**src/rtl/wb_buffer_pkg.sv**
```systemverilog
// wb_buffer_pkg: shared entry type, widths and pointer helper for the dirty write-back buffer
package wb_buffer_pkg;
  localparam int WB_DATA_W = 32;
  localparam int WB_ADDR_W = 32;
  localparam int WB_DEPTH = 4;
  localparam int PTR_W = $clog2(WB_DEPTH);
  typedef struct packed {
    logic valid;
    logic [WB_ADDR_W-1:0] addr;
    logic [WB_DATA_W-1:0] data;
  } wb_entry_t;
  function automatic logic [PTR_W-1:0] next_ptr(input logic [PTR_W-1:0] p);
    return p + 1'b1;
  endfunction
endpackage

```
**src/rtl/wb_buffer_cam.sv**
```systemverilog
// wb_buffer_cam: match one address against all valid, unmasked entries
module wb_buffer_cam
  import wb_buffer_pkg::*;
#(
  parameter int DEPTH = WB_DEPTH
) (
  input  wb_entry_t [DEPTH-1:0]     ents,
  input  logic      [DEPTH-1:0]     mask,
  input  logic      [WB_ADDR_W-1:0] addr,
  output logic      [DEPTH-1:0]     match,
  output logic      [WB_DATA_W-1:0] data
);
  always_comb begin
    match = '0;
    data = '0;
    for (int i = 0; i < DEPTH; i++) begin
      match[i] = mask[i] && ents[i].valid && ents[i].addr == addr;
      data = data | (match[i] ? ents[i].data : '0);
    end
  end
endmodule

```
**src/rtl/dirty_wb_buffer.sv**
```systemverilog
// dirty_wb_buffer: posted FIFO of dirty evictions with coalescing, drained to data memory by ready/valid
module dirty_wb_buffer
  import wb_buffer_pkg::*;
#(
  parameter int DATA_WIDTH = WB_DATA_W,
  parameter int ADDR_WIDTH = WB_ADDR_W,
  parameter int DEPTH = WB_DEPTH
) (
  input  logic                    clk,
  input  logic                    rst,
  input  logic                    push_en,
  input  logic [ADDR_WIDTH-1:0]   push_addr,
  input  logic [DATA_WIDTH-1:0]   push_data,
  output logic                    full,
  output logic                    empty,
  output logic [$clog2(DEPTH):0]  count,
  output logic                    mem_wr_en,
  output logic [ADDR_WIDTH-1:0]   mem_addr,
  output logic [DATA_WIDTH-1:0]   mem_data,
  input  logic                    mem_ready,
  input  logic [ADDR_WIDTH-1:0]   lookup_addr,
  output logic                    lookup_hit,
  output logic [DATA_WIDTH-1:0]   lookup_data,
  output logic                    overflow_err
);
  wb_entry_t [DEPTH-1:0] ents;
  logic [PTR_W-1:0] head, tail;
  logic [DEPTH-1:0] valid, head_oh, co_match, lk_match;
  logic [DATA_WIDTH-1:0] co_unused;
  logic pop, co, app, drop;
  always_comb begin
    valid = '0;
    for (int i = 0; i < DEPTH; i++) valid[i] = ents[i].valid;
  end
  assign empty = count == '0;
  assign full = count == ($clog2(DEPTH)+1)'(DEPTH);
  assign mem_wr_en = !empty;
  assign mem_addr = ents[head].addr;
  assign mem_data = ents[head].data;
  assign pop = mem_wr_en && mem_ready;
  assign head_oh = DEPTH'(1) << head;
  // The head leaving this cycle must not absorb a new write, or memory would miss the newer value.
  wb_buffer_cam #(.DEPTH(DEPTH)) u_co_cam (
    .ents(ents),
    .mask(pop ? ~head_oh : '1),
    .addr(push_addr),
    .match(co_match),
    .data(co_unused)
  );
  wb_buffer_cam #(.DEPTH(DEPTH)) u_lk_cam (
    .ents(ents),
    .mask('1),
    .addr(lookup_addr),
    .match(lk_match),
    .data(lookup_data)
  );
  assign lookup_hit = |lk_match;
  assign co = push_en && |co_match;
  assign app = push_en && !co && (!full || pop);
  assign drop = push_en && !co && !app;
  always_ff @(posedge clk or negedge rst) begin
    if (!rst) begin
      ents <= '0;
      head <= '0;
      tail <= '0;
      count <= '0;
      overflow_err <= 1'b0;
    end else begin
      if (pop) begin
        ents[head].valid <= 1'b0;
        head <= next_ptr(head);
      end
      for (int i = 0; i < DEPTH; i++) if (co && co_match[i]) ents[i].data <= push_data;
      if (app) begin
        ents[tail] <= '{valid: 1'b1, addr: push_addr, data: push_data};
        tail <= next_ptr(tail);
      end
      count <= count + ($clog2(DEPTH)+1)'(app) - ($clog2(DEPTH)+1)'(pop);
      overflow_err <= overflow_err | drop;
    end
  end
endmodule

```
**config.mk**
```make
export PLATFORM = sky130hd
export DESIGN_NAME = dirty_wb_buffer
export DESIGN_NICKNAME = d
export VERILOG_FILES = /design/src/rtl/wb_buffer_pkg.sv /design/src/rtl/wb_buffer_cam.sv /design/src/rtl/dirty_wb_buffer.sv
export SDC_FILE = /design/constraint.sdc
export NUM_CORES = 1
export LEC_CHECK = 0
export ABC_AREA = 0
export CAP_MARGIN = 0
export CORE_MARGIN = 8
export CORE_UTILIZATION = 56
export CTS_CLUSTER_DIAMETER = 80
export DETAILED_ROUTE_END_ITERATION = 12
export PLACE_DENSITY = 0.81
export SLEW_MARGIN = 20
export SYNTH_ARGS = -nofsm -noshare
export SYNTH_HDL_FRONTEND = slang
export SYNTH_SLANG_ARGS = --single-unit
```
**constraint.sdc**
```tcl
create_clock -name clk -period 5.2 [get_ports clk]
set_input_delay 0.52 -clock clk [delete_from_list [all_inputs] [get_ports clk]]
set_output_delay 0.52 -clock clk [all_outputs]
set_load 0.02 [all_outputs]
```
; Word-level counts from Yosys, hierarchy flattened
; Cells that the tools add are included.
[totals]
output_inout_bits = 104
register_bits = 268
word_cells = 89
inputBits = 100
[op_classes]
bitwise_logic = 5
reduce_logical = 31
order_cmp = 4
add_sub_neg = 4
n_shift = 1
eq_ne = 9
mux = 19
[op_table]
columns = op, count
row1 = $bwmux 260, 2
row2 = $mux 260, 2
row3 = $demux 65 s2, 2
row4 = $eq 32x32->1, 8
row5 = $mux 32, 8
row6 = $bmux 65 s2, 1
row7 = $mux 65, 2
row8 = $or 32x32->32, 3
row9 = $mux 64, 1
row10 = $logic_and 1x1->1, 23
row11 = $reduce_or 4->1, 2
row12 = $lt 2x3->1 const B, 2
row13 = $add 2x1->2 const B, 2
row14 = $ge 2x1->1 const B, 2
row15 = $logic_not 1->1, 4
row16 = $mux 4, 1
row17 = $not 4->4, 1
row18 = $shl 1x2->4 const A, 1
row19 = $add 3x1->3, 1
row20 = $eq 3x3->1 const B, 1
row21 = $logic_not 3->1, 1
row22 = $sub 3x1->3, 1
row23 = $logic_or 1x1->1, 1
row24 = $or 1x1->1, 1

; Longest topological paths before layout
; Gate-level depths: netlist (run 1).
[logic_depth]
ltp_word = 14
ltp_mapped = 15
mapped_depth_nobuf = 13

; Modules after synthesis
; Synthesis (run 1) repeated with hierarchy kept, for this count alone.
[unflattened]
hier_cells = 1760
area_unflattened_um2 = 18601.6
[by_module_without_submodules]
columns = mod, cells_each, instances, seq_area_each_um2, area_per_inst_um2
row1 = dirty_wb_buffer, 690, 1, 6706.4, 11900.2
row2 = wb_buffer_cam, 535, 2, 0.0, 3350.7

; Least setup slack after synthesis (run 1)
; OpenSTA, ideal clock, no wires.
[synth_path]
kind = flip-flop to flip-flop
startpoint = reg head[0]
endpoint = reg count[2]
setup_ns = 0.131
period_less_slack_ns = 3.658
path_stages_with_launch = 16
path_slack_ns = 1.542
n_path_buf = 2
required_ns = 5.069
arrival_ns = 3.528
path_cell_list = dfrtp_1 -> clkbuf_1 -> buf_1 -> inv_1 -> ha_1 -> nand2_1 -> nand2_1 -> nor3_2 -> nor3_4 -> a21boi_0 -> o21bai_1 -> ha_1 -> inv_1 -> fa_1 -> xnor2_1 -> xnor2_1
[synth_between]
elab_chain_len = 12
word_cells_on_any_way = 18
cone_classes = 2 x add/sub / 1 x shift / 1 x mux / 1 x bitwise / 13 x reduce/logical
[synth_rtl]
columns = element, line_no
row1 = start: declaration, dirty_wb_buffer.sv:27  ; logic [PTR_W-1:0] head, tail;
row2 = start signal: assignment, dirty_wb_buffer.sv:71  ; head <= next_ptr(head);
row3 = $shl 1x2->4 *, dirty_wb_buffer.sv:41  ; assign head_oh = DEPTH'(1) << head;
row4 = $not 4->4 *, dirty_wb_buffer.sv:45  ; .mask(pop ? ~head_oh : '1),
row5 = $mux 4 *, dirty_wb_buffer.sv:45
row6 = $logic_and 1x1->1 (2 in a row), wb_buffer_cam.sv:17  ; match[i] = mask[i] && ents[i].valid && ents[i].addr == addr;
row7 = $reduce_or 4->1 *, dirty_wb_buffer.sv:58  ; assign co = push_en && |co_match;
row8 = $logic_and 1x1->1 *, dirty_wb_buffer.sv:58
row9 = $logic_not 1->1 *, dirty_wb_buffer.sv:59  ; assign app = push_en && !co && (!full || pop);
row10 = $logic_and 1x1->1 * (2 in a row), dirty_wb_buffer.sv:59
row11 = $add 3x1->3 *, dirty_wb_buffer.sv:78  ; count <= count + ($clog2(DEPTH)+1)'(app) - ($clog2(DEPTH)+1)'(pop);
row12 = $sub 3x1->3 *, dirty_wb_buffer.sv:78
row13 = end signal: assignment, dirty_wb_buffer.sv:78
row14 = end: declaration, dirty_wb_buffer.sv:16  ; output logic [$clog2(DEPTH):0] count,
; Every way passes the cells marked *; elsewhere a longest branch is shown, timed or not.
; A chain may end at the register's enable or synchronous reset.

; Worst setup path after layout (run 1)
[layout_path]
startpoint = in lookup_addr[28]
endpoint = out lookup_data[23]
[layout_between]
elab_chain_len = 6
word_cells_on_any_way = 15
cone_classes = 4 x eq/ne / 4 x mux / 3 x bitwise / 4 x reduce/logical
[layout_rtl]
columns = element, line_no
row1 = start: declaration, dirty_wb_buffer.sv:21  ; input logic [ADDR_WIDTH-1:0] lookup_addr,
row2 = $eq 32x32->1, wb_buffer_cam.sv:17
row3 = $logic_and 1x1->1, wb_buffer_cam.sv:17
row4 = $mux 32, wb_buffer_cam.sv:18  ; data = data | (match[i] ? ents[i].data : '0);
row5 = $or 32x32->32 (2 in a row), wb_buffer_cam.sv:18
row6 = $or 32x32->32 *, wb_buffer_cam.sv:18
row7 = end: declaration, dirty_wb_buffer.sv:23  ; output logic [DATA_WIDTH-1:0] lookup_data,
; Marks and branches as above.

==> flow_summary.ini, run 1 <==
[status]
status = completed

[grt]
grt-busiest-layer = met2
grt_pass1_wl_um = 70900
use_met3 = 0.0653
globalRouteMet2Util = 0.433
grtUsageMet1 = 0.368
overflow = 0
antenna_found_initial = 3
grtUsageTotal = 0.274
grt_pass1_vias = 11400
grt_max_degree = 109

[power]
leakagePower_nw = 7.54
p_total_mw = 12.9
ir_drop_mv = 0.469
p_per_area_nw_per_um2 = 688

[timing]
fin_crit_sh = 0.862
rsz0062_at_grt = false
finClkSkew_ns = 0.0128
max-slew-margin-rel = 0.427
max_freq_mhz = 223
period_minus_slack_ns = 4.48
finalMaxSlewViolations = 0
setup_viol = 0
final.setup.tns_ns = 0
worst_pin_slew_ns = 0.860
hold_viol = 0

[synth]
avgSynthCellArea_um2 = 13.0
synthTopCellsByCount = 268 x dfrtp_1, 157 x mux2_2, 144 x xor2_1
yosysMostFrequentCell = dfrtp_1
synth_edf_count = 0
synth_seq_cells = 268
synth-seq-area-share = 0.428
yosys_warnings = 0
async_flop_share = 1.00
yosys-top-cells-area = dfrtp_1 43%, mux2_2 11%, mux4_2 9.2%
ys.flop_type = dfrtp_1
synth.net_count = 1315
syn_inst = 1205
ys_types = 36
syn-cell-area_um2 = 15700
synth_top_area_frac = 0.428
synth_area_leader_cell = dfrtp_1

[floorplan]
io_pins = 204
die_x_um = 183
die_h_um = 183
row_count = 61
core_um2 = 27600
initial_core_util = 0.567
dieArea_um2 = 33600

[job]
max_cap_viol_count = 0

[setup_path]
path_buf_inv = 3
crit_chain = clkdlybuf4s50_1, xnor2_1, nand4_1, nor4_1, nand4_1, nor4_4, buf_4, a22oi_1, nand2_1, clkdlybuf4s50_1
end_kind = output port
r2r_start = ents[101]$_DFFE_PN0P_
worstSetupPathType = input port to output port
rr_endpoint = count[2]$_DFF_PN0_
required_ns = 4.68
r2r_slack_ns = 1.59
worstSetupEndpoint = lookup_data[23]
worst-path-stages = 10
arrival_ns = 3.96
reg2regPathDepth = 12
cp-start-kind = input port
critical-path-top-delay-family = buffers and inverters
crit_start = lookup_addr[28]
critPathMaxStageDelay_ns = 0.63
cp_slowest_cell = clkdlybuf4s50_1
crit_fanout = 33

[placed_design]
globalplace.congestion = 0.993
hpwl_um = 33100
port_buffers = 203

[cts]
clk_latency_ns = 0.55
root_buffer = clkbuf_16
cts_made_buffers = 29
cts_tree = done
cts_setup_buffers = 0
htreeDepth = 1
ctsLongestPathBuffers = 3
cts_num_sinks = 268
clkTransAtPathRegs_ns = 0.06
postCtsResizedCells = 0
hold_buffers = 0

[route]
vias = 11000
drt_iter0_drc = 728
wirelength_um = 46300
drt-wirelength-per-cell_um = 26.6
viasPerCell = 6.30
ant_nets = 0
post-route-drc-count = 0
first_pass_iters = 5

[cells_and_area]
multi_input_area_um2 = 8400
nNetsFinal = 1451
fillers = 2009
drive_gt1_frac = 0.246
diodes = 0
synthToLayoutAreaGrowth_pct = 19.5
register_area_um2 = 6710

[hold_path]
worst_hold_path_type = input port to async pin
kinds of logic after synthesis:
kind of cell,share of synthesized area
xor gates and xnor gates,0.145
and+or+nand+nor,0.0573
muxes,0.284
AOI/OAI and AO/OA,0.0379
buffers and inverters,0.0389
adders and majority gates,0.00847
DFF,0.428
layer usage:
metal | routed length [µm] | vias to the layer above
li1 | - | 4634
met1 | 18800 | 5725
met2 | 21800 | 489
met3 | 3980 | 106
met4 | 1630 | 6
met5 | 38 | -
metrics by stage:
| step | hold WS [ns] | cell area (µm²) | setup slack [ns] | util | cells |
|---|---|---|---|---|---|
| 2_1_floorplan | 0.224 | 15700 | 1.54 | - | 1205 |
| 3_3_place_gp | 0.492 | 17800 | 0.803 | 0.644 | 1688 |
| 3_5_place_dp | 0.498 | 17800 | 0.749 | 0.644 | 1688 |
| 4_1_cts | 0.0648 | 18700 | 0.759 | 0.678 | 1741 |
| 5_1_grt | 0.104 | 18700 | 0.571 | 0.678 | 1741 |
| 6_report | 0.0186 | 18700 | 0.715 | 0.678 | 1741 |
report_power, final:
| part | total, mW | internal [mW] | switching (mW) | leakage, nW |
|---|---|---|---|---|
| combinational | 6.29 | 3.40 | 2.89 | 3.91 |
| clock | 2.04 | 1.19 | 0.842 | 0.465 |
| sequential | 4.56 | 3.17 | 1.38 | 3.17 |
| total | 12.9 | 7.77 | 5.11 | 7.54 |
how the worst min path moves through the flow:
stage                                start                endpoint  slack [ns]  cells past startpoint
floorplan                              rst      count[0]$_DFF_PN0_        0.22                      0
CTS                                    rst   ents[115]$_DFFE_PN0P_        0.06                      1
finish                                 rst   ents[114]$_DFFE_PN0P_        0.02                      1
detailed placement  overflow_err$_DFF_PN0_  overflow_err$_DFF_PN0_        0.50                      1
global route                           rst   ents[114]$_DFFE_PN0P_        0.10                      1
global placement       ents[136]$_DFF_PN0_     ents[136]$_DFF_PN0_        0.49                      1
state kept, by name, indices dropped and copies added, names as in the netlist:
| register | count |
|---|---|
| count | 3 |
| ents | 260 |
| overflow_err | 1 |
| head | 2 |
| tail | 2 |
placed cells by master, fill, tap and decap left out, types with 3 or more instances in the layout:
cell type        synthesis  layout
clkdlybuf4s50_1          0     202
nand2_1                 47      47
xor2_1                 144     144
nand3_1                  5       5
dfrtp_1                268     266
buf_4                    4      15
nor4_4                   0       4
inv_1                    8       8
xnor2_1                116     116
mux2_1                  70      70
nand4_2                  3       3
mux4_2                  64      64
clkinv_2                 0       8
nand4_1                 36      36
a22oi_1                 64      64
nor3_2                   3       3
clkbuf_8                 0       5
nor4_1                  44      44
mux2_2                 157     157
clkbuf_1                50       6
clkbuf_16                0      29
mux2_4                  30      30
ha_1                     9       9
layout make-up:
class | count | area share
inverter | 8 | 0.00160
timing repair buffer | 219 | 0.116
tap | 378 | 0.0253
clock inverter | 13 | 0.00662
sequential | 268 | 0.358
clock buffer | 40 | 0.0436
multi-input combinational | 815 | 0.449
No activity file was read; power rests on OpenSTA's default activity.
==> run 2: changes to the inputs <==
--- a/config.mk
+++ b/config.mk
@@ -11,6 +11,7 @@
 export CORE_UTILIZATION = 56
 export CTS_CLUSTER_DIAMETER = 80
 export DETAILED_ROUTE_END_ITERATION = 12
+export HOLD_SLACK_MARGIN = 0.08
 export PLACE_DENSITY = 0.81
 export SLEW_MARGIN = 20
 export SYNTH_ARGS = -nofsm -noshare
==> run 2 against run 1 <==
Clock-buffer cell count stayed put. Largest cell class unchanged. Via count down 0.68%. Clock power about the same. Sequential power about the same. Worst setup slack worse by 0.017 ns. Utilization barely moved. First-iteration DRC count decreased by 2.7%. Sequential cell count unchanged. Register-to-register slack about the same. Final cell count about the same.
==> flow_summary.ini, run 2 (synthesized netlist as in run 1, its figures left out) <==
[status]
status = completed

[cts]
htreeDepth = 1
cts_made_buffers = 29
clkTransAtPathRegs_ns = 0.06
ctsLongestPathBuffers = 3
clk_latency_ns = 0.55
root_buffer = clkbuf_16
cts_tree = done
cts_setup_buffers = 0
cts_num_sinks = 268

[floorplan]
row_count = 61
core_um2 = 27600
dieArea_um2 = 33600
io_pins = 204
initial_core_util = 0.567
die_h_um = 183
die_x_um = 183

[cells_and_area]
final_common_cell = dfrtp_1
regMostFlops = ents
layout_common_cells = 266 x dfrtp_1, 202 x clkdlybuf4s50_1, 157 x mux2_2
drive_gt1_frac = 0.246
nNetsFinal = 1452
largest_reg_flops = 260
fillers = 2008
reg_top3 = ents x260, count x3
diodes = 0
synthToLayoutAreaGrowth_pct = 19.6

[grt]
grt_max_degree = 109
grtUsageTotal = 0.274
grt_pass1_vias = 11400
overflow = 0
grt_pass1_wl_um = 70900
antenna_found_initial = 3

[timing]
timing.final.ws_setup_ns = 0.699
setup_viol = 0
period_minus_slack_ns = 4.50
max_freq_mhz = 222
final.setup.tns_ns = 0
finClkSkew_ns = 0.0125
max-slew-margin-rel = 0.439
fin_crit_sh = 0.866
hold_viol = 0
rsz0062_at_grt = false
worst_pin_slew_ns = 0.841
finalMaxSlewViolations = 0

[placed_design]
globalplace.congestion = 0.993
preCtsSetupSlack_ns = 0.749
hpwl_um = 33100
port_buffers = 203

[power]
ir_drop_mv = 0.468
comb_power_share = 0.488
switchingPower_mw = 5.11
p_seq_frac = 0.354
p_per_area_nw_per_um2 = 688
intPower_mw = 7.77
leakagePower_nw = 7.55
clockPowerShare = 0.158
p_sw_frac = 0.397

[setup_path]
arrival_ns = 3.98
crit_fanout = 33
critPathMaxStageDelay_ns = 0.72
crit_chain = clkdlybuf4s50_1, xor2_1, nor4_1, nand4_1, nor4_4, buf_4, a22oi_1, nand2_1, clkdlybuf4s50_1
path_buf_inv = 3
worstSetupPathType = input port to output port
crit_top_cell = clkdlybuf4s50_1
cp_slowest_cell = nor4_1
required_ns = 4.68
critical-path-top-delay-family = buffers and inverters
end_kind = output port
cp-start-kind = input port

[route]
post-route-drc-count = 0
vias = 10900
first_pass_iters = 5
viasPerCell = 6.25
drt_iter0_drc = 708
ant_nets = 0
drt-wirelength-per-cell_um = 26.6
wirelength_um = 46300

[hold_path]
worst_hold_path_type = flop to flop

[job]
max_cap_viol_count = 0
run 2: cell count changes in the layout (fill, tap and decap cells not counted), sizes merged:
| cell | change |
|---|---|
| dlygate4sd3 | +1 |
run 2: power by group through the flow:
stage	logic, mW	clock network (mW)	registers, mW
after floorplan	4.26	0	4.03
after global placement	6.18	0	4.47
after detailed placement	6.24	0	4.55
after CTS	6.30	2.06	4.53
after global routing	6.60	2.15	4.71
final	6.29	2.04	4.56
run 2: worst paths after layout:
kind | end | from | cells past startpoint | slack [ns]
setup / recovery | lookup_data[28] | lookup_addr[19] | 9 | 0.70
hold / removal | ents[161]$_DFF_PN0_ | ents[161]$_DFF_PN0_ | 1 | 0.51
setup reg to reg | count[2]$_DFF_PN0_ | ents[120]$_DFFE_PN0P_ | 12 | 1.59
hold reg to reg | ents[161]$_DFF_PN0_ | ents[161]$_DFF_PN0_ | 1 | 0.51
max in group asynchronous | ents[122]$_DFFE_PN0P_ | rst | 3 | 3.30
min in group asynchronous | ents[114]$_DFFE_PN0P_ | rst | 2 | 0.62
run 2: repair_timing:
item	in CTS	in global routing
endpoints found under the hold margin	9	0
gates resized for setup	0	0
hold buffers	1	0
run 2: per-stage QoR:
step / instance area [µm²] / hold WS (ns) / total power [mW] / cells / util
finish: 18700 / 0.514 / 12.9 / 1742 / 0.678
global route: 18700 / 0.535 / 13.5 / 1742 / 0.678
CTS: 18700 / 0.518 / 12.9 / 1742 / 0.678
detailed placement: 17800 / 0.498 / 10.8 / 1688 / 0.644
global placement: 17800 / 0.492 / 10.6 / 1688 / 0.644
floorplan: 15700 / 0.224 / 8.29 / 1205 / -
run 2: cell type report:
type,count,area [µm²],area share
inverter,8,30.0,0.00160
multi-input combinational,815,8400,0.448
timing repair buffer,220,2180,0.116
sequential,268,6710,0.358
tap,378,473,0.0252
clock buffer,40,817,0.0436
clock inverter,13,124,0.00661
run 2: worst register-to-register path: stages (launching register included):
cell      delay [ns]
dfrtp_1         0.42
xor2_1          0.20
nor4_1          0.61
nand4_1         0.25
nor3_2          0.41
nor2_2          0.22
a21boi_0        0.33
o21bai_1        0.17
ha_1            0.16
inv_1           0.05
fa_1            0.40
xnor2_1         0.15
xnor2_1         0.13
run 2: metal layers:
layer,track usage,vias up,routed length [µm]
met1,0.368,5650,18900
met2,0.433,486,21800
met4,0.0895,6,1590
li1,-,4639,-
met3,0.0651,104,3950
met5,0,-,38
==> run 3: changes to the inputs <==
--- a/config.mk
+++ b/config.mk
@@ -17,3 +17,4 @@
 export SYNTH_ARGS = -nofsm -noshare
 export SYNTH_HDL_FRONTEND = slang
 export SYNTH_SLANG_ARGS = --single-unit
+export TNS_END_PERCENT = 10
==> results of run 3 <==
Same layout as run 2: the final DEF is identical, and so are final timing and power.
